File: src/rtl/vx_issue_scoreboard_pkg.sv
// Shared widths and the issue record handed from the scoreboard to operand collection.
package vx_issue_scoreboard_pkg;

    localparam int PER_ISSUE_WARPS = 4;
    localparam int WW              = (PER_ISSUE_WARPS > 1) ? $clog2(PER_ISSUE_WARPS) : 1;
    localparam int NR_BITS         = 6;
    localparam int NV_BITS         = 5;
    localparam int PAYLOAD_W       = 128;
    localparam int NUM_SREGS       = 1 << NR_BITS;
    localparam int NUM_VREGS       = 1 << NV_BITS;

    typedef struct packed {
        logic [PAYLOAD_W-1:0] payload;
        logic                 is_vec;
        logic [NR_BITS-1:0]   rd;
        logic [NR_BITS-1:0]   rs1;
        logic [NR_BITS-1:0]   rs2;
        logic [NR_BITS-1:0]   rs3;
        logic [NV_BITS-1:0]   vd;
        logic [NV_BITS-1:0]   vs1;
        logic [NV_BITS-1:0]   vs2;
    } issue_rec_t;

    // Next warp id, wrapping at the warp count (which need not be a power of two).
    function automatic logic [WW-1:0] wid_inc(input logic [WW-1:0] wid);
        return (wid == WW'(PER_ISSUE_WARPS - 1)) ? '0 : wid + 1'b1;
    endfunction

endpackage

File: src/rtl/vx_rr_arbiter.sv
// Round-robin pick: first requester at or after ptr, wrapping; one-hot and encoded grant.
module vx_rr_arbiter #(
    parameter int NUM_REQ = 4,
    parameter int IDX_W   = 2
) (
    input  logic [NUM_REQ-1:0] req,
    input  logic [IDX_W-1:0]   ptr,
    output logic [NUM_REQ-1:0] grant,
    output logic [IDX_W-1:0]   grant_idx,
    output logic               grant_any
);

    logic [IDX_W-1:0] cand;

    always_comb begin
        grant     = '0;
        grant_idx = '0;
        grant_any = 1'b0;
        cand      = '0;
        for (int i = 0; i < NUM_REQ; i++) begin
            cand = IDX_W'((int'(ptr) + i) % NUM_REQ);
            if (!grant_any && req[cand]) begin
                grant_any = 1'b1;
                grant_idx = cand;
            end
        end
        if (grant_any) grant[grant_idx] = 1'b1;
    end

endmodule

File: src/rtl/vx_issue_scoreboard.sv
// Per-warp scalar/vector register scoreboard: holds back hazarded buffer heads and
// round-robin issues one clean instruction per cycle into a registered output slot.
module vx_issue_scoreboard
    import vx_issue_scoreboard_pkg::*;
#(
    parameter int PERF_W = 44
) (
    input  logic                                      clk,
    input  logic                                      reset,
    input  logic [PER_ISSUE_WARPS-1:0]                ibuf_valid,
    output logic [PER_ISSUE_WARPS-1:0]                ibuf_ready,
    input  logic [PER_ISSUE_WARPS-1:0][PAYLOAD_W-1:0] ibuf_payload,
    input  logic [PER_ISSUE_WARPS-1:0]                ibuf_wb,
    input  logic [PER_ISSUE_WARPS-1:0]                ibuf_is_vec,
    input  logic [PER_ISSUE_WARPS-1:0][NR_BITS-1:0]   ibuf_rd,
    input  logic [PER_ISSUE_WARPS-1:0][NR_BITS-1:0]   ibuf_rs1,
    input  logic [PER_ISSUE_WARPS-1:0][NR_BITS-1:0]   ibuf_rs2,
    input  logic [PER_ISSUE_WARPS-1:0][NR_BITS-1:0]   ibuf_rs3,
    input  logic [PER_ISSUE_WARPS-1:0][NV_BITS-1:0]   ibuf_vd,
    input  logic [PER_ISSUE_WARPS-1:0][NV_BITS-1:0]   ibuf_vs1,
    input  logic [PER_ISSUE_WARPS-1:0][NV_BITS-1:0]   ibuf_vs2,
    output logic                                      out_valid,
    input  logic                                      out_ready,
    output logic [WW-1:0]                             out_wid,
    output logic [PAYLOAD_W-1:0]                      out_payload,
    output logic                                      out_is_vec,
    output logic [NR_BITS-1:0]                        out_rd,
    output logic [NR_BITS-1:0]                        out_rs1,
    output logic [NR_BITS-1:0]                        out_rs2,
    output logic [NR_BITS-1:0]                        out_rs3,
    output logic [NV_BITS-1:0]                        out_vd,
    output logic [NV_BITS-1:0]                        out_vs1,
    output logic [NV_BITS-1:0]                        out_vs2,
    input  logic                                      wb_valid,
    input  logic [WW-1:0]                             wb_wid,
    input  logic                                      wb_is_vec,
    input  logic [NR_BITS-1:0]                        wb_rd,
    input  logic [NV_BITS-1:0]                        wb_vd,
    output logic [PERF_W-1:0]                         perf_stalls,
    output logic                                      err_spurious_wb
);

    localparam int W = PER_ISSUE_WARPS;

    logic [W-1:0][NUM_SREGS-1:0] sbusy, sbusy_set, sbusy_clr;
    logic [W-1:0][NUM_VREGS-1:0] vbusy, vbusy_set, vbusy_clr;
    logic [W-1:0]                hazard, eligible, gnt_onehot;
    logic [WW-1:0]               rr, gnt_idx;
    logic                        gnt_any, can_load, issue;
    logic                        wb_live, wb_bit;
    issue_rec_t                  sel_rec, out_rec;

    // sbusy[.][0] is never set, so x0 sources and destinations never hazard.
    for (genvar w = 0; w < W; w++) begin : g_haz
        assign hazard[w] = ibuf_is_vec[w]
            ? (vbusy[w][ibuf_vs1[w]] | vbusy[w][ibuf_vs2[w]]
               | (ibuf_wb[w] & vbusy[w][ibuf_vd[w]]) | sbusy[w][ibuf_rs1[w]])
            : (sbusy[w][ibuf_rs1[w]] | sbusy[w][ibuf_rs2[w]] | sbusy[w][ibuf_rs3[w]]
               | (ibuf_wb[w] & sbusy[w][ibuf_rd[w]]));
    end

    assign eligible = ibuf_valid & ~hazard;
    assign can_load = ~out_valid | out_ready;

    vx_rr_arbiter #(
        .NUM_REQ (W),
        .IDX_W   (WW)
    ) u_arb (
        .req       (eligible),
        .ptr       (rr),
        .grant     (gnt_onehot),
        .grant_idx (gnt_idx),
        .grant_any (gnt_any)
    );

    assign issue      = can_load & gnt_any;
    assign ibuf_ready = gnt_onehot & {W{issue}};

    assign wb_live = wb_valid & (wb_is_vec | (wb_rd != '0));
    assign wb_bit  = wb_is_vec ? vbusy[wb_wid][wb_vd] : sbusy[wb_wid][wb_rd];

    always_comb begin
        sbusy_set = '0;
        sbusy_clr = '0;
        vbusy_set = '0;
        vbusy_clr = '0;
        if (issue && ibuf_wb[gnt_idx]) begin
            if (ibuf_is_vec[gnt_idx])          vbusy_set[gnt_idx][ibuf_vd[gnt_idx]] = 1'b1;
            else if (ibuf_rd[gnt_idx] != '0)   sbusy_set[gnt_idx][ibuf_rd[gnt_idx]] = 1'b1;
        end
        if (wb_live) begin
            if (wb_is_vec) vbusy_clr[wb_wid][wb_vd] = 1'b1;
            else           sbusy_clr[wb_wid][wb_rd] = 1'b1;
        end
    end

    assign sel_rec = '{
        payload: ibuf_payload[gnt_idx],
        is_vec:  ibuf_is_vec[gnt_idx],
        rd:      ibuf_rd[gnt_idx],
        rs1:     ibuf_rs1[gnt_idx],
        rs2:     ibuf_rs2[gnt_idx],
        rs3:     ibuf_rs3[gnt_idx],
        vd:      ibuf_vd[gnt_idx],
        vs1:     ibuf_vs1[gnt_idx],
        vs2:     ibuf_vs2[gnt_idx]
    };

    // Release applied before reserve so a same-cycle reserve of the same bit wins.
    always_ff @(posedge clk) begin
        if (reset) begin
            sbusy           <= '0;
            vbusy           <= '0;
            rr              <= '0;
            perf_stalls     <= '0;
            err_spurious_wb <= 1'b0;
        end else begin
            sbusy <= (sbusy & ~sbusy_clr) | sbusy_set;
            vbusy <= (vbusy & ~vbusy_clr) | vbusy_set;
            if (issue) rr <= wid_inc(gnt_idx);
            if ((|ibuf_valid) && can_load && !issue && (perf_stalls != '1))
                perf_stalls <= perf_stalls + 1'b1;
            if (wb_live && !wb_bit) err_spurious_wb <= 1'b1;
        end
    end

    always_ff @(posedge clk) begin
        if (reset) begin
            out_valid <= 1'b0;
            out_wid   <= '0;
            out_rec   <= '0;
        end else if (issue) begin
            out_valid <= 1'b1;
            out_wid   <= gnt_idx;
            out_rec   <= sel_rec;
        end else if (out_ready) begin
            out_valid <= 1'b0;
        end
    end

    assign out_payload = out_rec.payload;
    assign out_is_vec  = out_rec.is_vec;
    assign out_rd      = out_rec.rd;
    assign out_rs1     = out_rec.rs1;
    assign out_rs2     = out_rec.rs2;
    assign out_rs3     = out_rec.rs3;
    assign out_vd      = out_rec.vd;
    assign out_vs1     = out_rec.vs1;
    assign out_vs2     = out_rec.vs2;

endmodule

File: config.mk
export PLATFORM = sky130hd
export DESIGN_NAME = vx_issue_scoreboard
export DESIGN_NICKNAME = d
export VERILOG_FILES = /design/src/rtl/vx_issue_scoreboard_pkg.sv /design/src/rtl/vx_rr_arbiter.sv /design/src/rtl/vx_issue_scoreboard.sv
export SDC_FILE = /design/constraint.sdc
export NUM_CORES = 2
export LEC_CHECK = 0
export ABC_CLOCK_PERIOD_IN_PS = 6600
export BUFFER_PORTS_ARGS = -buffer_cell sky130_fd_sc_hd__buf_2
export CORE_AREA = 3 3 352 354
export DETAILED_ROUTE_END_ITERATION = 8
export DIE_AREA = 0 0 355 357
export PLACE_DENSITY = 0.62
export REMOVE_ABC_BUFFERS = 1
export SETUP_SLACK_MARGIN = 0.4
export SYNTH_ARGS = -nofsm -noshare
export SYNTH_HDL_FRONTEND = slang
export SYNTH_SLANG_ARGS = --single-unit
File: constraint.sdc
create_clock -name clk -period 6.6 [get_ports clk]
set_clock_uncertainty 0.15 [all_clocks]
set_input_delay 0.33 -clock clk [delete_from_list [all_inputs] [get_ports clk]]
set_output_delay 0.33 -clock clk [all_outputs]
set_load 0.005 [all_outputs]
==> metrics.md <==
| Metric | Value |
|---|---|
| Via density | around 6.5 |
| Final setup viols | 0 |
| Global-route wire length before repair | about 360,000 um |
| Antenna violations before repair | 92 |
| Ports | between 900 and 1k |
| Arr. time, crit path | ~6400 ps |
| Max-slew headroom | 0.167 |
| Clock root buffer | clkbuf_16 |
| Slowest CP cell | dlygate4sd3_1 |
| DIE WIDTH | 355 um |
| Pwr per Cell Area | about 230 nW/um2 |
| Peak VDD IR | 0.182 mV |
| Critical path class | flip-flop to flip-flop |
| Total GRT Usage | 0.404 |
| EDFF count, synth | 0 |
| Yosys cell types | around 80 |
| Hold Vio Cnt, Final | 0 |
| Number of port buffers | 917 |
| Total core area | approximately 120,000 um2 |
| Post-Syn Area per Cell | around 9.6 um2 |
| Clock sink count | roughly 600 |
| Peak Freq | around 170 MHz |
| Height of the die | ~360 um |
| Total Wirelength | 267,000 um |
| Worst-margin pin slew | roughly 1200 ps |
| Static Leak | roughly 21 nW |
| Tmin final | 6010 ps |
| Num CTS Buffers | 73 |
| WL/cell | around 38 um |
| Via count | ~47k |
| Antenna Violating Nets Remaining | 0 |
| Post-Syn Instances | ~4.5k |
| GR Util met3 | 0.140 |
| Clock latency on the worst-skew pair | just under 700 ps |
| Clock-pin slew on the worst setup and hold paths | roughly 70 ps |
| Final GP Congestion | roughly 1.1 |
| First-pass detailed-route iteration total | 6 |
| CTS tree | done |
| Hold_ws | approximately 11 ps |
| Synthesized area | about 43,000 um2 |
| Flop and latch count out of synthesis | around 600 |
| CP Capture Type | flip-flop |
| Most used DFF post-synth | dfxtp_1 |
| Clock buffer depth | 3 |
| Outcome | finished, final reports clean |
| GR Overflow Total | 0 |
| Die ar. | around 130,000 um2 |
| Maximum fanout along the worst path | 16 |
| Vias in the first global route | 42.9k |
| Crit share post-route | 0.910 |
| Seq/Total Area, Yosys | 0.279 |
| Worst path cell trace | mux4_2, a41o_1, a41oi_1, o311ai_1, or4_4, o41ai_4, buf_4, a211o_1, o31ai_1, nor4_4, buf_6, buf_6, buf_16, buf_4, mux2i_1, dlygate4sd3_1, o21ai_0, dlygate4sd3_1, mux2i_1, nor2_1 |
| Area Overhead vs Synth | 25.2% |
| Worst min path class | input pin to flip-flop |
| WP data required | approximately 7000 ps |
| Final #Nets | between 6k and 7k |
| Unrepaired setup endpoints after global routing | false |
| DR DRC count | 0 |
| Crit-path max cell delay | between 500 and 600 ps |
| Filler cells | 11.8k |
| Initial Util | 0.356 |
| Max-slew violation count | 0 |
| Share of layout cells above drive strength 1 | 0.347 |
| DP Wirelength | 212,000 um |
| Detailed Route Iter0 Violations | between 7k and 8k |
| Num rows | 128 |
| Worst setup SP type | flip-flop |
| Met1 usage | 0.486 |
| Setup TNS | 0 ps |
| FFs w/ async S/R, synth | 0 |
| Busiest layer in global routing | met2 |
| Max cap viols | 0 |
| Pin count of the biggest net entering global routing | 227 |
| Global-route met2 utilization | 0.618 |
| H-Tree Depth | 3 |
| Syn. warnings | 0 |
## state kept, by name, indices dropped and copies added (netlist names), 5 cells and up
| register | cells |
|---|---|
| out_rs2 | 6 |
| out_payload | 128 |
| out_rs3 | 6 |
| out_vd | 5 |
| out_rs1 | 6 |
| vbusy | 128 |
| out_rd | 6 |
| perf_stalls | 44 |
| out_vs1 | 5 |
| out_vs2 | 5 |
| sbusy | 256 |
## cell usage after synthesis, types with 4 or more instances
cell | number | share of area
nand2_1 | 514 | 0.045
a32o_1 | 32 | 0.0074
inv_1 | 27 | 0.0023
dfxtp_1 | 602 | 0.28
mux2i_1 | 457 | 0.11
nor2_1 | 327 | 0.028
buf_1 | 55 | 0.0048
a311oi_1 | 8 | 0.0016
a211oi_1 | 8 | 0.0014
nor3b_1 | 13 | 0.0023
nand3_1 | 207 | 0.024
a21oi_1 | 52 | 0.0060
o21a_1 | 4 | 0.00069
xnor2_1 | 21 | 0.0043
and3b_1 | 4 | 0.00081
a2111oi_0 | 15 | 0.0030
xor2_1 | 16 | 0.0032
o2111ai_1 | 5 | 0.0010
o211ai_1 | 184 | 0.032
nand4b_1 | 9 | 0.0018
o31ai_1 | 4 | 0.00069
a22oi_1 | 47 | 0.0082
nor3_2 | 4 | 0.00093
or3_1 | 18 | 0.0026
nor4_1 | 12 | 0.0017
nor3_1 | 43 | 0.0050
o21ai_1 | 74 | 0.0086
clkbuf_1 | 287 | 0.025
nand4_1 | 33 | 0.0048
buf_2 | 65 | 0.0075
and2_1 | 23 | 0.0033
nand3b_1 | 23 | 0.0040
and3_1 | 19 | 0.0027
a22o_1 | 7 | 0.0014
o22ai_1 | 10 | 0.0014
a31oi_1 | 15 | 0.0022
a32oi_1 | 6 | 0.0012
mux2_2 | 189 | 0.049
ha_1 | 5 | 0.0014
buf_4 | 7 | 0.0012
mux2i_2 | 4 | 0.0013
nand2b_1 | 29 | 0.0042
mux4_2 | 451 | 0.23
nor2b_1 | 52 | 0.0075
o21ai_0 | 454 | 0.053
## layout by cell type, fill, tap and decap left out, types with 18 or more instances in the layout
| cell | n |
|---|---|
| o21ai_0 | 454 |
| nand2_1 | 514 |
| inv_1 | 26 |
| or3_1 | 18 |
| and3_1 | 19 |
| nand3_1 | 207 |
| buf_12 | 28 |
| xnor2_1 | 21 |
| a21oi_1 | 52 |
| nor2b_1 | 52 |
| buf_4 | 156 |
| mux2i_1 | 457 |
| buf_2 | 914 |
| and2_1 | 23 |
| nand3b_1 | 23 |
| clkbuf_16 | 75 |
| dfxtp_1 | 601 |
| nand4_1 | 33 |
| a22oi_1 | 47 |
| diode_2 | 31 |
| nor3_1 | 42 |
| dlygate4sd3_1 | 153 |
| o211ai_1 | 184 |
| nand2b_1 | 29 |
| o21ai_1 | 74 |
| nor2_1 | 324 |
| a32o_1 | 32 |
| mux4_2 | 451 |
| mux2_2 | 189 |
## report_power, final
| part | internal (mW) | switching [mW] | total [mW] |
|---|---|---|---|
| clock | 2.55 | 1.84 | 4.39 |
| combinational | 1.54 | 2.32 | 3.86 |
| sequential | 3.84 | 0.279 | 4.11 |
| total | 7.93 | 4.44 | 12.4 |
## stage by stage
step,utilization,std cells,instance area [um2],power [mW],worst slack [ps]
floorplan,-,4076,41500,6.34,-13940
global placement,0.411,6797,49900,7.72,957
detailed placement,0.411,6797,49900,7.73,783
CTS,0.444,7075,54000,12.2,425
global route,0.446,7103,54100,12.7,397
finish,0.446,7114,54100,12.4,595
## worst max-delay path, delay by kind of cell, from the launching register on
kind / cells / cell delay, ps
flip-flops: 1 / 430
AND/OR/NAND/NOR: 3 / 870
AO/OA/AOI/OAI: 7 / 1180
buffers and inverters: 7 / 2240
multiplexers: 3 / 930
## repair_timing
action / 4_1_cts / 5_1_grt
setup endpoints to repair: 0 / 10
hold buffers: 153 / 0
resized for setup: 0 / 5
setup buffers: 0 / 7
endpoints found under the hold margin: 113 / 0
## area by class of cell
cell class	instances	area (um2)	share of cell area
Clock buffer	96	2080	0.0385
Inverter	27	109	0.00201
Multi-Input combinational cell	3447	29400	0.543
Clock inverter	29	427	0.00788
Antenna cell	31	77.6	0.00143
Sequential cell	602	12100	0.223
Timing Repair Buffer	1257	7940	0.147
Tap cell	1625	2030	0.0376
## cell families (layout without fill, tap and decap cells)
kind of cell,Yosys count,after routing,share of synthesized area
AND/OR/NAND/NOR,1353,1353,0.144
multiplexers,1101,1101,0.391
AO/OA/AOI/OAI,951,951,0.135
flip-flops,602,602,0.279
buffers and inverters,445,1409,0.0419
XOR/XNOR,37,37,0.00750
adder cells (fa/ha/maj),5,5,0.00145
other,0,31,0
## worst paths after layout
path                                                   start                             to  slack, ps  cells past startpoint
worst max-delay path                   sbusy[213]$_SDFF_PP0_  out_payload[119]$_SDFFE_PP0P_        590                     20
worst min register to register  err_spurious_wb$_SDFFE_PP0P_   err_spurious_wb$_SDFFE_PP0P_        330                      2
worst min-delay path                       ibuf_payload[331]   out_payload[75]$_SDFFE_PP0P_         10                      5
worst max register to register         sbusy[213]$_SDFF_PP0_  out_payload[119]$_SDFFE_PP0P_        590                     20
## per-layer routing
metal,wire (um),vias to the layer above
met2,118000,3830
met3,36300,764
li1,-,19018
met4,20200,40
met1,93000,22939
met5,267,-
Power figures use the tool's default switching activity.
